`src/rtl/i2c_slave_reg_responder.sv`:
```
// I2C register-port slave at SLAVE_ADDR: oversampled SCL/SDA, pointer write, auto-incrementing reads.
// Wire edge -> event in 3 cycles, event -> sda_oe/strobes +1 cycle; open-drain SDA, no clock stretching.
module i2c_slave_reg_responder #(
  parameter logic [6:0] SLAVE_ADDR = 7'h68
) (
  input  logic       clk_200khz,
  input  logic       rst,
  input  logic       scl,
  input  logic       sda_in,
  output logic       sda_oe,
  output logic [7:0] reg_addr,
  input  logic [7:0] reg_rdata,
  output logic [7:0] reg_wdata,
  output logic       reg_wr_en,
  output logic       rd_strobe,
  output logic       busy
);

  typedef enum logic [2:0] {
    ST_IDLE,
    ST_ADDR,
    ST_ADDR_ACK,
    ST_WR_BYTE,
    ST_WR_ACK,
    ST_RD_BYTE,
    ST_RD_ACK,
    ST_IGNORE
  } state_t;

  logic [1:0] scl_sync_q, scl_sync_d;
  logic [1:0] sda_sync_q, sda_sync_d;
  logic       scl_prev_q, scl_prev_d;
  logic       sda_prev_q, sda_prev_d;
  logic       ev_rise_q, ev_rise_d;
  logic       ev_fall_q, ev_fall_d;
  logic       ev_start_q, ev_start_d;
  logic       ev_stop_q, ev_stop_d;
  state_t     state_q, state_d;
  logic [3:0] bit_cnt_q, bit_cnt_d;
  logic [7:0] rx_q, rx_d;
  logic [7:0] tx_q, tx_d;
  logic       rw_q, rw_d;
  logic       first_byte_q, first_byte_d;
  logic       ack_stage_q, ack_stage_d;
  logic       sda_oe_q, sda_oe_d;
  logic [7:0] reg_addr_q, reg_addr_d;
  logic [7:0] reg_wdata_q, reg_wdata_d;
  logic       reg_wr_en_q, reg_wr_en_d;
  logic       rd_strobe_q, rd_strobe_d;
  logic       busy_q, busy_d;

  logic [7:0] rx_shift;
  logic       load_tx;

  // Events are registered, so sda_prev_q is the SDA level aligned with the event being acted on.
  always_comb begin
    scl_sync_d = {scl_sync_q[0], scl};
    sda_sync_d = {sda_sync_q[0], sda_in};
    scl_prev_d = scl_sync_q[1];
    sda_prev_d = sda_sync_q[1];
    ev_rise_d  = scl_sync_q[1] & ~scl_prev_q;
    ev_fall_d  = ~scl_sync_q[1] & scl_prev_q;
    ev_start_d = scl_sync_q[1] & scl_prev_q & ~sda_sync_q[1] & sda_prev_q;
    ev_stop_d  = scl_sync_q[1] & scl_prev_q & sda_sync_q[1] & ~sda_prev_q;
  end

  always_comb begin
    state_d      = state_q;
    bit_cnt_d    = bit_cnt_q;
    rx_d         = rx_q;
    tx_d         = tx_q;
    rw_d         = rw_q;
    first_byte_d = first_byte_q;
    ack_stage_d  = ack_stage_q;
    sda_oe_d     = sda_oe_q;
    reg_addr_d   = reg_addr_q;
    reg_wdata_d  = reg_wdata_q;
    reg_wr_en_d  = 1'b0;
    rd_strobe_d  = 1'b0;
    busy_d       = busy_q;
    load_tx      = 1'b0;
    rx_shift     = {rx_q[6:0], sda_prev_q};

    // Post-write pointer bump lands the cycle after the strobe.
    if (reg_wr_en_q) begin
      reg_addr_d = reg_addr_q + 8'd1;
    end

    if (ev_start_q) begin
      state_d   = ST_ADDR;
      bit_cnt_d = 4'd0;
      sda_oe_d  = 1'b0;
    end else if (ev_stop_q) begin
      state_d  = ST_IDLE;
      sda_oe_d = 1'b0;
      busy_d   = 1'b0;
    end else begin
      case (state_q)
        ST_ADDR: begin
          if (ev_rise_q) begin
            rx_d      = rx_shift;
            bit_cnt_d = bit_cnt_q + 4'd1;
            if (bit_cnt_q == 4'd7) begin
              bit_cnt_d = 4'd0;
              if (rx_shift[7:1] == SLAVE_ADDR) begin
                state_d     = ST_ADDR_ACK;
                busy_d      = 1'b1;
                rw_d        = rx_shift[0];
                ack_stage_d = 1'b0;
              end else begin
                state_d = ST_IGNORE;
                busy_d  = 1'b0;
              end
            end
          end
        end

        ST_ADDR_ACK: begin
          if (ev_fall_q) begin
            if (!ack_stage_q) begin
              sda_oe_d    = 1'b1;
              ack_stage_d = 1'b1;
            end else if (rw_q) begin
              load_tx = 1'b1;
            end else begin
              sda_oe_d     = 1'b0;
              state_d      = ST_WR_BYTE;
              first_byte_d = 1'b1;
              bit_cnt_d    = 4'd0;
            end
          end
        end

        ST_WR_BYTE: begin
          if (ev_rise_q) begin
            rx_d      = rx_shift;
            bit_cnt_d = bit_cnt_q + 4'd1;
            if (bit_cnt_q == 4'd7) begin
              if (first_byte_q) begin
                reg_addr_d   = rx_shift;
                first_byte_d = 1'b0;
              end else begin
                reg_wdata_d = rx_shift;
                reg_wr_en_d = 1'b1;
              end
              bit_cnt_d   = 4'd0;
              state_d     = ST_WR_ACK;
              ack_stage_d = 1'b0;
            end
          end
        end

        ST_WR_ACK: begin
          if (ev_fall_q) begin
            if (!ack_stage_q) begin
              sda_oe_d    = 1'b1;
              ack_stage_d = 1'b1;
            end else begin
              sda_oe_d  = 1'b0;
              state_d   = ST_WR_BYTE;
              bit_cnt_d = 4'd0;
            end
          end
        end

        // bit_cnt counts bits already placed on the wire; bit 7 goes out at load time.
        ST_RD_BYTE: begin
          if (ev_fall_q) begin
            if (bit_cnt_q == 4'd8) begin
              sda_oe_d    = 1'b0;
              reg_addr_d  = reg_addr_q + 8'd1;
              state_d     = ST_RD_ACK;
              ack_stage_d = 1'b0;
              bit_cnt_d   = 4'd0;
            end else begin
              sda_oe_d  = ~tx_q[6];
              tx_d      = {tx_q[6:0], 1'b0};
              bit_cnt_d = bit_cnt_q + 4'd1;
            end
          end
        end

        ST_RD_ACK: begin
          if (ev_rise_q) begin
            if (sda_prev_q) begin
              state_d = ST_IGNORE;
              busy_d  = 1'b0;
            end else begin
              ack_stage_d = 1'b1;
            end
          end else if (ev_fall_q && ack_stage_q) begin
            load_tx = 1'b1;
          end
        end

        default: ;
      endcase

      if (load_tx) begin
        tx_d        = reg_rdata;
        rd_strobe_d = 1'b1;
        sda_oe_d    = ~reg_rdata[7];
        bit_cnt_d   = 4'd1;
        state_d     = ST_RD_BYTE;
      end
    end
  end

  always_ff @(posedge clk_200khz or posedge rst) begin
    if (rst) begin
      scl_sync_q   <= 2'b11;
      sda_sync_q   <= 2'b11;
      scl_prev_q   <= 1'b1;
      sda_prev_q   <= 1'b1;
      ev_rise_q    <= 1'b0;
      ev_fall_q    <= 1'b0;
      ev_start_q   <= 1'b0;
      ev_stop_q    <= 1'b0;
      state_q      <= ST_IDLE;
      bit_cnt_q    <= 4'd0;
      rx_q         <= 8'h00;
      tx_q         <= 8'h00;
      rw_q         <= 1'b0;
      first_byte_q <= 1'b0;
      ack_stage_q  <= 1'b0;
      sda_oe_q     <= 1'b0;
      reg_addr_q   <= 8'h00;
      reg_wdata_q  <= 8'h00;
      reg_wr_en_q  <= 1'b0;
      rd_strobe_q  <= 1'b0;
      busy_q       <= 1'b0;
    end else begin
      scl_sync_q   <= scl_sync_d;
      sda_sync_q   <= sda_sync_d;
      scl_prev_q   <= scl_prev_d;
      sda_prev_q   <= sda_prev_d;
      ev_rise_q    <= ev_rise_d;
      ev_fall_q    <= ev_fall_d;
      ev_start_q   <= ev_start_d;
      ev_stop_q    <= ev_stop_d;
      state_q      <= state_d;
      bit_cnt_q    <= bit_cnt_d;
      rx_q         <= rx_d;
      tx_q         <= tx_d;
      rw_q         <= rw_d;
      first_byte_q <= first_byte_d;
      ack_stage_q  <= ack_stage_d;
      sda_oe_q     <= sda_oe_d;
      reg_addr_q   <= reg_addr_d;
      reg_wdata_q  <= reg_wdata_d;
      reg_wr_en_q  <= reg_wr_en_d;
      rd_strobe_q  <= rd_strobe_d;
      busy_q       <= busy_d;
    end
  end

  assign sda_oe    = sda_oe_q;
  assign reg_addr  = reg_addr_q;
  assign reg_wdata = reg_wdata_q;
  assign reg_wr_en = reg_wr_en_q;
  assign rd_strobe = rd_strobe_q;
  assign busy      = busy_q;

endmodule

```
`config.mk`:
```
export PLATFORM = sky130hd
export DESIGN_NAME = i2c_slave_reg_responder
export DESIGN_NICKNAME = d
export VERILOG_FILES = /design/src/rtl/i2c_slave_reg_responder.sv
export SDC_FILE = /design/constraint.sdc
export NUM_CORES = 1
export LEC_CHECK = 0
export CORE_ASPECT_RATIO = 0.6
export CORE_MARGIN = 2
export CORE_UTILIZATION = 27
export DETAILED_ROUTE_END_ITERATION = 12
export PLACE_DENSITY = 0.52
export SYNTH_ARGS = -nofsm -noshare
export SYNTH_HDL_FRONTEND = slang
export SYNTH_SLANG_ARGS = --single-unit
```
`constraint.sdc`:
```
create_clock -name clk_200khz -period 2.3 [get_ports clk_200khz]
set_clock_uncertainty 0.05 [all_clocks]
set_input_delay 0.46 -clock clk_200khz [delete_from_list [all_inputs] [get_ports clk_200khz]]
set_output_delay 0.46 -clock clk_200khz [all_outputs]
set_load 0.1 [all_outputs]
```
Yosys cells after proc, flatten, opt, wreduce, memory -nomap -nowiden

Cells that the tools add are included.

Logic and storage cells: 203
Register bits: 54
Output and inout port bits: 20

Reduce and logical (&&, ||, !) cells: 21
Muxes and demuxes: 94
Bitwise gates (word level): 16
Add/subtract/negate cells: 2
Eq/ne operators: 49

Operator list:

| operator                                                      | number |
|---|---|
| 5-bit != test, second input constant                          | 13 |
| 8-bit 2-to-1 mux                                              | 8 |
| 3-bit 2-to-1 mux                                              | 17 |
| 4-bit 2-to-1 mux                                              | 12 |
| 1-bit 2-to-1 mux                                              | 45 |
| 7-bit 2-to-1 mux                                              | 4 |
| 2-bit != test, second input constant                          | 13 |
| 4-bit != test, second input constant                          | 6 |
| 3-bit case mux with 6 select lines                            | 1 |
| 6-bit AND reduction                                           | 3 |
| 4-bit case mux with 4 select lines                            | 1 |
| 8-bit case mux with 2 select lines                            | 1 |
| 14-bit AND reduction                                          | 1 |
| 13-bit AND reduction                                          | 1 |
| 3-bit != test, second input constant                          | 4 |
| 6-bit nonzero test                                            | 2 |
| 5-bit AND reduction                                           | 2 |
| 3-bit == test, second input constant                          | 3 |
| 1-bit inverter                                                | 9 |
| 9-bit AND reduction                                           | 1 |
| 9-bit nonzero test                                            | 1 |
| 8-bit by 1-bit adder with 8-bit output, second input constant | 1 |
| 8-bit AND reduction                                           | 1 |
| 1-bit AND                                                     | 7 |
| other kinds (18)                                              | 25 |

Longest topological paths before layout

Depth after elaboration: 9
Depth in mapped cells: 8
Depth with buffers taken out: 7

Least setup slack after synthesis

No wires, ideal clock.

Kind: flip-flop to flip-flop
From: reg reg_addr_q[0] (netlist: reg_addr[0])
To: reg reg_addr_q[6] (netlist: reg_addr[6])
Buffers on the path: 0
Slack: -0.009 ns
Cell stages (with the launch flop): 7
Data arrival time: 2.129 ns
Path through: dfrtp_1 > ha_1 > nand4_1 > nor2_1 > xor2_1 > a222oi_1 > o21ai_1

Word-level cells in the longest chain between the ends: 8

Ends and longest elaborated chain:

| element                                  | RTL line | text |
|---|---|---|
| start, declared                          | 46       | `logic [7:0] reg_addr_q, reg_addr_d;` |
| start signal, assigned                   | 249      | `reg_addr_q <= reg_addr_d;` |
| 8-bit by 1-bit adder with 8-bit output * | 86, 171  |  |
| 8-bit 2-to-1 mux                         | 85       | `if (reg_wr_en_q) begin` |
| 8-bit 2-to-1 mux                         | 139      | `if (first_byte_q) begin` |
| 8-bit 2-to-1 mux                         | 138      | `if (bit_cnt_q == 4'd7) begin` |
| 8-bit 2-to-1 mux                         | 135      | `if (ev_rise_q) begin` |
| 8-bit case mux with 2 select lines       | 98       | `case (state_q)` |
| 8-bit 2-to-1 mux                         | 93       | `end else if (ev_stop_q) begin` |
| 8-bit 2-to-1 mux *                       | 89       | `if (ev_start_q) begin` |
| via reg_addr_d[6]                        | 46       |  |

The timed path passes the listed nets; every way through them passes the cells marked *.
A chain may end at the register's enable or synchronous reset.

Final worst setup path

From: reg bit_cnt_q[0]
To: reg reg_addr_q[2] (netlist: reg_addr[2])

Word-level cells in the longest chain between the ends: 6

Ends and longest elaborated chain:

| element                                                                          | RTL line | text |
|---|---|---|
| start, declared                                                                  | 39       | `logic [3:0] bit_cnt_q, bit_cnt_d;` |
| start signal, assigned                                                           | 242      | `bit_cnt_q <= bit_cnt_d;` |
| 4-bit == test / 4-bit by 3-bit == test with 1-bit output (equally long branches) | 169, 138 |  |
| 8-bit 2-to-1 mux, on equally long branches                                       | 169, 138 |  |
| 8-bit 2-to-1 mux, on equally long branches                                       | 168, 135 |  |
| 8-bit case mux with 2 select lines *                                             | 98       |  |
| 8-bit 2-to-1 mux *                                                               | 93       |  |
| 8-bit 2-to-1 mux *                                                               | 89       |  |
| via reg_addr_d[2]                                                                | 46       |  |

Marks and branches as above.

==> flow_metrics.tcl <==
set metrics [dict create \
    status "finished, final reports clean" \
    wl_mm 7.80 \
    layout_common_cells "dfrtp_1 (45), buf_4 (37), nand2_1 (22), o21ai_0 (22), nor2_1 (17)" \
    ys.flop_type "dfrtp_1" \
    grt_usage 0.138 \
    globalRouteOverflowTotal 0 \
    cts_resized 0 \
    hp-class "reg2reg" \
    avgViaCountPerCell 5.12 \
    power_density_nw_per_um2 954 \
    path_cells "ha_1 > and4b_1 > and2_1 > nor2b_2 > a221oi_1 > o21ai_0" \
    yosys_warnings 0 \
    htree_num_levels 2 \
    gp_congestion 0.869 \
    antenna_found_initial 0 \
    drive_gt1_frac 0.241 \
    fin_util 0.342 \
    crit_family "simple AND/OR/NAND/NOR gates" \
    multi_input_area_um2 1540 \
    path_clk_slew_ps 70 \
    start_util 0.281 \
    clockBufferDepth 2 \
    synth_cells 293 \
    remaining_drc_errors 0 \
    fmax_ghz 0.469 \
    die_y_um 85.8 \
    crit_start "bit_cnt_q[0]" \
    r2r-start "bit_cnt_q[0]" \
    crit_path_start_kind "flip-flop" \
    min_from "scl_sync_q[0]" \
    crit_type "reg2reg" \
    critPathSlowestCell "dfrtp_1" \
    yosysSeqAreaShare 0.451 \
    maxCapViolations 0 \
    cts_made_buffers 5 \
    netlist_area_um2 3010 \
    setup_violations 0 \
    clock_latency_ps 290 \
    fp.coreArea_um2 10700 \
    syn2layout_area_growth_pct 21.8 \
    cp_max_fo 8 \
    irDropWorstVdd_uv 368 \
    grt_max_degree 23 \
    power.leakage_nw 1.57 \
    fill_cells 1061 \
    num_antenna_cells 0 \
    antenna_left 0 \
    path_buf_inv 0 \
    maxSlewHeadroom 0.607 \
    syn_avg_cell_area_um2 10.3 \
    hold_violations 0 \
    die_w_um 140 \
    post_cts_buffers 0 \
    min_period_over_period 0.926 \
    hpwlAfterDp_mm 5.93 \
    cts_tree "built" \
    pin_count 32 \
    clock-root-buffer "clkbuf_16" \
    end_kind "flip-flop" \
    finalSetupTns_ps 0 \
    regArea_um2 1360 \
    worst-endpoint-required_ps 2430 \
    firstDrtPassIters 5 \
    layout_commonest_cell "dfrtp_1" \
    ys_async_sr_fraction 1.00 \
    cts_hold_buf 0 \
    rows 29 \
    min_period_ps 2130 \
    grt_pass1_wl_mm 13.2 \
    tightest_slew_ps 589 \
    synth_nets 308 \
    numPortBuffers 31 \
    synth_edf_count 0 \
    ys_ff_latch 54 \
    slowest_delay_ps 410 \
    grt_pass1_vias 2390 \
    rsz0062_at_grt "false" \
    vias 2410 \
    first_iter_violations 273 \
    cts_sinks 54 \
    crit_arrival_ps 2260 \
    maxSlewViolCount 0 \
    nNetsFinal 346 \
    wl_per_cell_um 16.6 \
    synth.distinct_cells 60 \
    fp.dieArea_um2 12000 \
]
==> layer usage <==
metal	wire length (um)	share of wire	GRT usage
met5	0	0	0
met4	0	0	0.0147
met2	2900	0.37	0.177
met1	4340	0.56	0.231
met3	559	0.072	0.0357
==> final cells by class <==
cell class                      instances  area share
Tap cell                              139      0.0474
Clock inverter                          2      0.0106
Sequential cell                        54       0.372
Clock buffer                            6      0.0352
Multi-Input combinational cell        216       0.419
Timing Repair Buffer                   49       0.111
Inverter                                5     0.00512
==> final timing paths <==
| check | to | depth (start not counted) | slack, ps |
|---|---|---|---|
| max | reg_addr[2] | 6 | 170 |
| min | scl_sync_q[1] | 0 | 310 |
| max reg2reg | reg_addr[2] | 6 | 170 |
| min reg2reg | scl_sync_q[1] | 0 | 310 |
| max in group asynchronous | sda_sync_q[0] | 3 | 1170 |
| min in group asynchronous | rx_q[4] | 2 | 430 |
==> state kept, by name, indices dropped and copies added (netlist names), 2 cells and up <==
register and flops:
rx_q 7, reg_addr 8, state_q 3, sda_sync_q 2, reg_wdata 8, tx_q 7
scl_sync_q 2, bit_cnt_q 4
==> cells in the mapped netlist, types with 4 or more instances <==
library cell  instances  area share
dfrtp_1              48        0.40
nand2_1              22       0.027
o21ai_0              22       0.037
nor2_1               17       0.021
mux2_2               16       0.060
nand3_1              12       0.020
mux2i_1              11       0.037
buf_2                 8       0.013
nand2b_1              7       0.015
nor2b_1               7       0.015
xnor2_1               7       0.020
a21oi_1               6       0.010
dfstp_2               6       0.052
nand4_1               6       0.012
o21ai_1               6       0.010
xor2_1                6       0.017
a31oi_1               5       0.010
clkbuf_1              5      0.0062
a221oi_1              4       0.012
and3_1                4      0.0083
inv_1                 4      0.0050
nand3b_1              4       0.010
nor3b_1               4       0.010
==> cells by family (layout without fill, tap and decap cells) <==
family,count (synthesis),count (layout),synth area share
xor gates and xnor gates,13,13,0.0378
DFF,54,54,0.451
buffers and inverters,23,62,0.0395
adders and majority gates,3,3,0.0125
AOI/OAI and AO/OA,71,71,0.169
and+or+nand+nor,101,101,0.190
muxes,28,28,0.100
==> report_power, final <==
| part | internal, W | leakage (nW) | switching [W] |
|---|---|---|---|
| Combinational | 0.000539 | 0.787 | 0.000746 |
| Clock | 0.000517 | 0.0810 | 0.000351 |
| Sequential | 0.00112 | 0.697 | 0.000230 |
==> per-stage QoR <==
stage / std cells / hold WS (ps) / power [W] / worst slack [ps] / area (um2)
floorplan: 293 / 295 / 0.00227 / 43.0 / 3010
global placement: 463 / 300 / 0.00263 / 57.5 / 3490
detailed placement: 463 / 297 / 0.00262 / 71.2 / 3490
CTS: 471 / 307 / 0.00351 / 46.2 / 3660
global route: 471 / 315 / 0.00374 / 46.4 / 3670
finish: 471 / 307 / 0.00350 / 170 / 3670
(Power assumes the default switching activity.)
==> variant, RTL diff (same flow settings) <==
The 8 states of `state_t` get a one-hot encoding in 8 bits.
--- a/src/rtl/i2c_slave_reg_responder.sv
+++ b/src/rtl/i2c_slave_reg_responder.sv
@@ -18,11 +18,11 @@
 
-  typedef enum logic [2:0] {
-    ST_IDLE,
-    ST_ADDR,
-    ST_ADDR_ACK,
-    ST_WR_BYTE,
-    ST_WR_ACK,
-    ST_RD_BYTE,
-    ST_RD_ACK,
-    ST_IGNORE
+  typedef enum logic [7:0] {
+    ST_IDLE     = 8'b00000001,
+    ST_ADDR     = 8'b00000010,
+    ST_ADDR_ACK = 8'b00000100,
+    ST_WR_BYTE  = 8'b00001000,
+    ST_WR_ACK   = 8'b00010000,
+    ST_RD_BYTE  = 8'b00100000,
+    ST_RD_ACK   = 8'b01000000,
+    ST_IGNORE   = 8'b10000000
   } state_t;
Formal check against the unedited RTL: same outputs for any inputs over 10 cycles, from zero or initial values and one cycle with rst high; not proved beyond that.
==> variant against the unedited design <==
Area after synthesis grew 7.3%; sequential cell count grew 5; count of clock-buffer cells in the layout grew 6; worst setup slack lost 0.14 ns; sequential share of layout area shrank 3.6 points; global-route usage grew 1.5 points; hold slack lost 0.0018 ns; power shrank 2.4%; design area grew 21%; wire length grew 21%; largest cell class unchanged.
==> variant: results (changes against the unedited design) <==
- Post-synth top cells: dfrtp_1 (52), nand2_1 (30), nor2_1 (20)
- Crit path DAT: 2.43 ns (+0.17 ns)
- Comb. pwr: 670 uW (-48%)
- Cell with the most instances after synthesis: dfrtp_1
- Met1 Usage GRT: 23.9% (+0.75 points)
- Met2 Use GR: 19.9% (+2.2 points)
- Fin Hold WS: 0.305 ns (-0.00178 ns)
- Crit path to: state_q[3]
- Total chip power: 3410 uW (-2.4%)
- Post-Layout Cell Count: 558 (+18%)
- Share of layout cells above drive strength 1: 33.7% (+9.6 points)
- GRT Util Overall: 15.4% (+1.5 points)
- Final WS setup: 0.0288 ns (-0.141 ns)
- Slowest stage delay, CP: 0.50 ns (+0.09 ns)
- Post-Layout Inst Area: 4430 um2 (+21%)
- Sequential element share of the synthesized area: 46.0% (+0.83 points)
- Via-to-Cell Ratio: 4.99 (-2.5%)
- Seq pwr share: 35.1% (-3.3 points)
- Syn nets: 329 (+6.8%)
- Diodes inserted: 0 (unchanged)
- GPL Wtd Cong: 0.918 (+5.7%)
- Post-Synthesis Cells: 314 (+7.2%)
- Met3 Track Usage GR: 4.33% (+0.76 points)
- Post CTS Setup Buffer Count: 0 (unchanged)
- Power Internal: 2520 uW (+16%)
- Synth unique cells: 62 (+3.3%)
- Setup WS pre-CTS: -0.0935 ns (-0.165 ns)
- Number of global-route vias before repair: 2684 (+12%)
- Rel. slew slack: 73.6% (+13 points)
- Maximum VDD drop: 0.469 mV (+27%)
- Fill cells: 1177 (+11%)
- R2R depth: 8 (+2)
- Yosys warns: 0 (unchanged)
- Lkg Pwr: 0.00202 uW (+29%)
- CTS resizes: 2 (+2)
- Hold path cells: 0 (unchanged)
- Drt pass-1 iters: 7 (+2)
- Largest net degree at the start of global routing: 60 (+160%)
- H-Tree Depth: 3 (+1)
- Top post-synthesis cells by area: dfrtp_1 (40%), dfstp_2 (5.7%), mux2_2 (5.6%), nand2_1 (3.5%), xor2_1 (3.0%)
- Placed cell area: 4010 um2 (+15%)
- FF-to-FF Start: state_q[7]
- Num CTS Buffers: 9 (+4)
- Max FO, Critical Path: 5 (-3)
- DP Cell Count: 539 (+16%)
- Outcome: finished clean
- Worst skew pair latency: 0.33 ns (+0.04 ns)
- Final net count: 408 (+18%)
- Crit. Startpoint: state_q[7]
- First-pass GRT wire length: 15.0 mm (+13%)
- 1st-iter DRT viols: 320 (+17%)
- Clock-pin transition on the worst setup and hold timing paths: 0.05 ns (-0.02 ns)
- Wire per inst: 16.9 um (+1.9%)
-- variant: cell count changes after synthesis, moves of 5 or more --
cell,change
o22ai_1,+5
a31oi_1,-5
nand2_1,+8
a22oi_1,+5
o21ai_0,-10
xor2_1,+5
-- variant: final cells by class --
class	instances	area share, %
Timing Repair Buffer	83	15.5
Tap cell	160	4.52
Sequential cell	59	33.6
Inverter	4	0.339
Clock inverter	4	2.20
Multi-Input combinational cell	236	38.2
Clock buffer	12	5.56
-- variant: metal layers --
layer | up-vias | routed length, um | share of wire [%]
li1 | 1323 | - | -
met1 | 1344 | 5070 | 54
met2 | 105 | 3540 | 38
met3 | 13 | 710 | 7.5
met4 | 0 | 97 | 1.0
met5 | - | 0 | 0
-- variant: logic make-up (layout without fill, tap and decap cells) --
group,count (synthesis),after routing,share of synthesized area [%]
xor gates and xnor gates,14,14,3.80
and+or+nand+nor,126,126,22.8
DFF,59,59,46.0
buffers and inverters,19,103,3.06
AOI/OAI and AO/OA,69,69,15.2
adders and majority gates,3,3,1.16
muxes,24,24,8.06
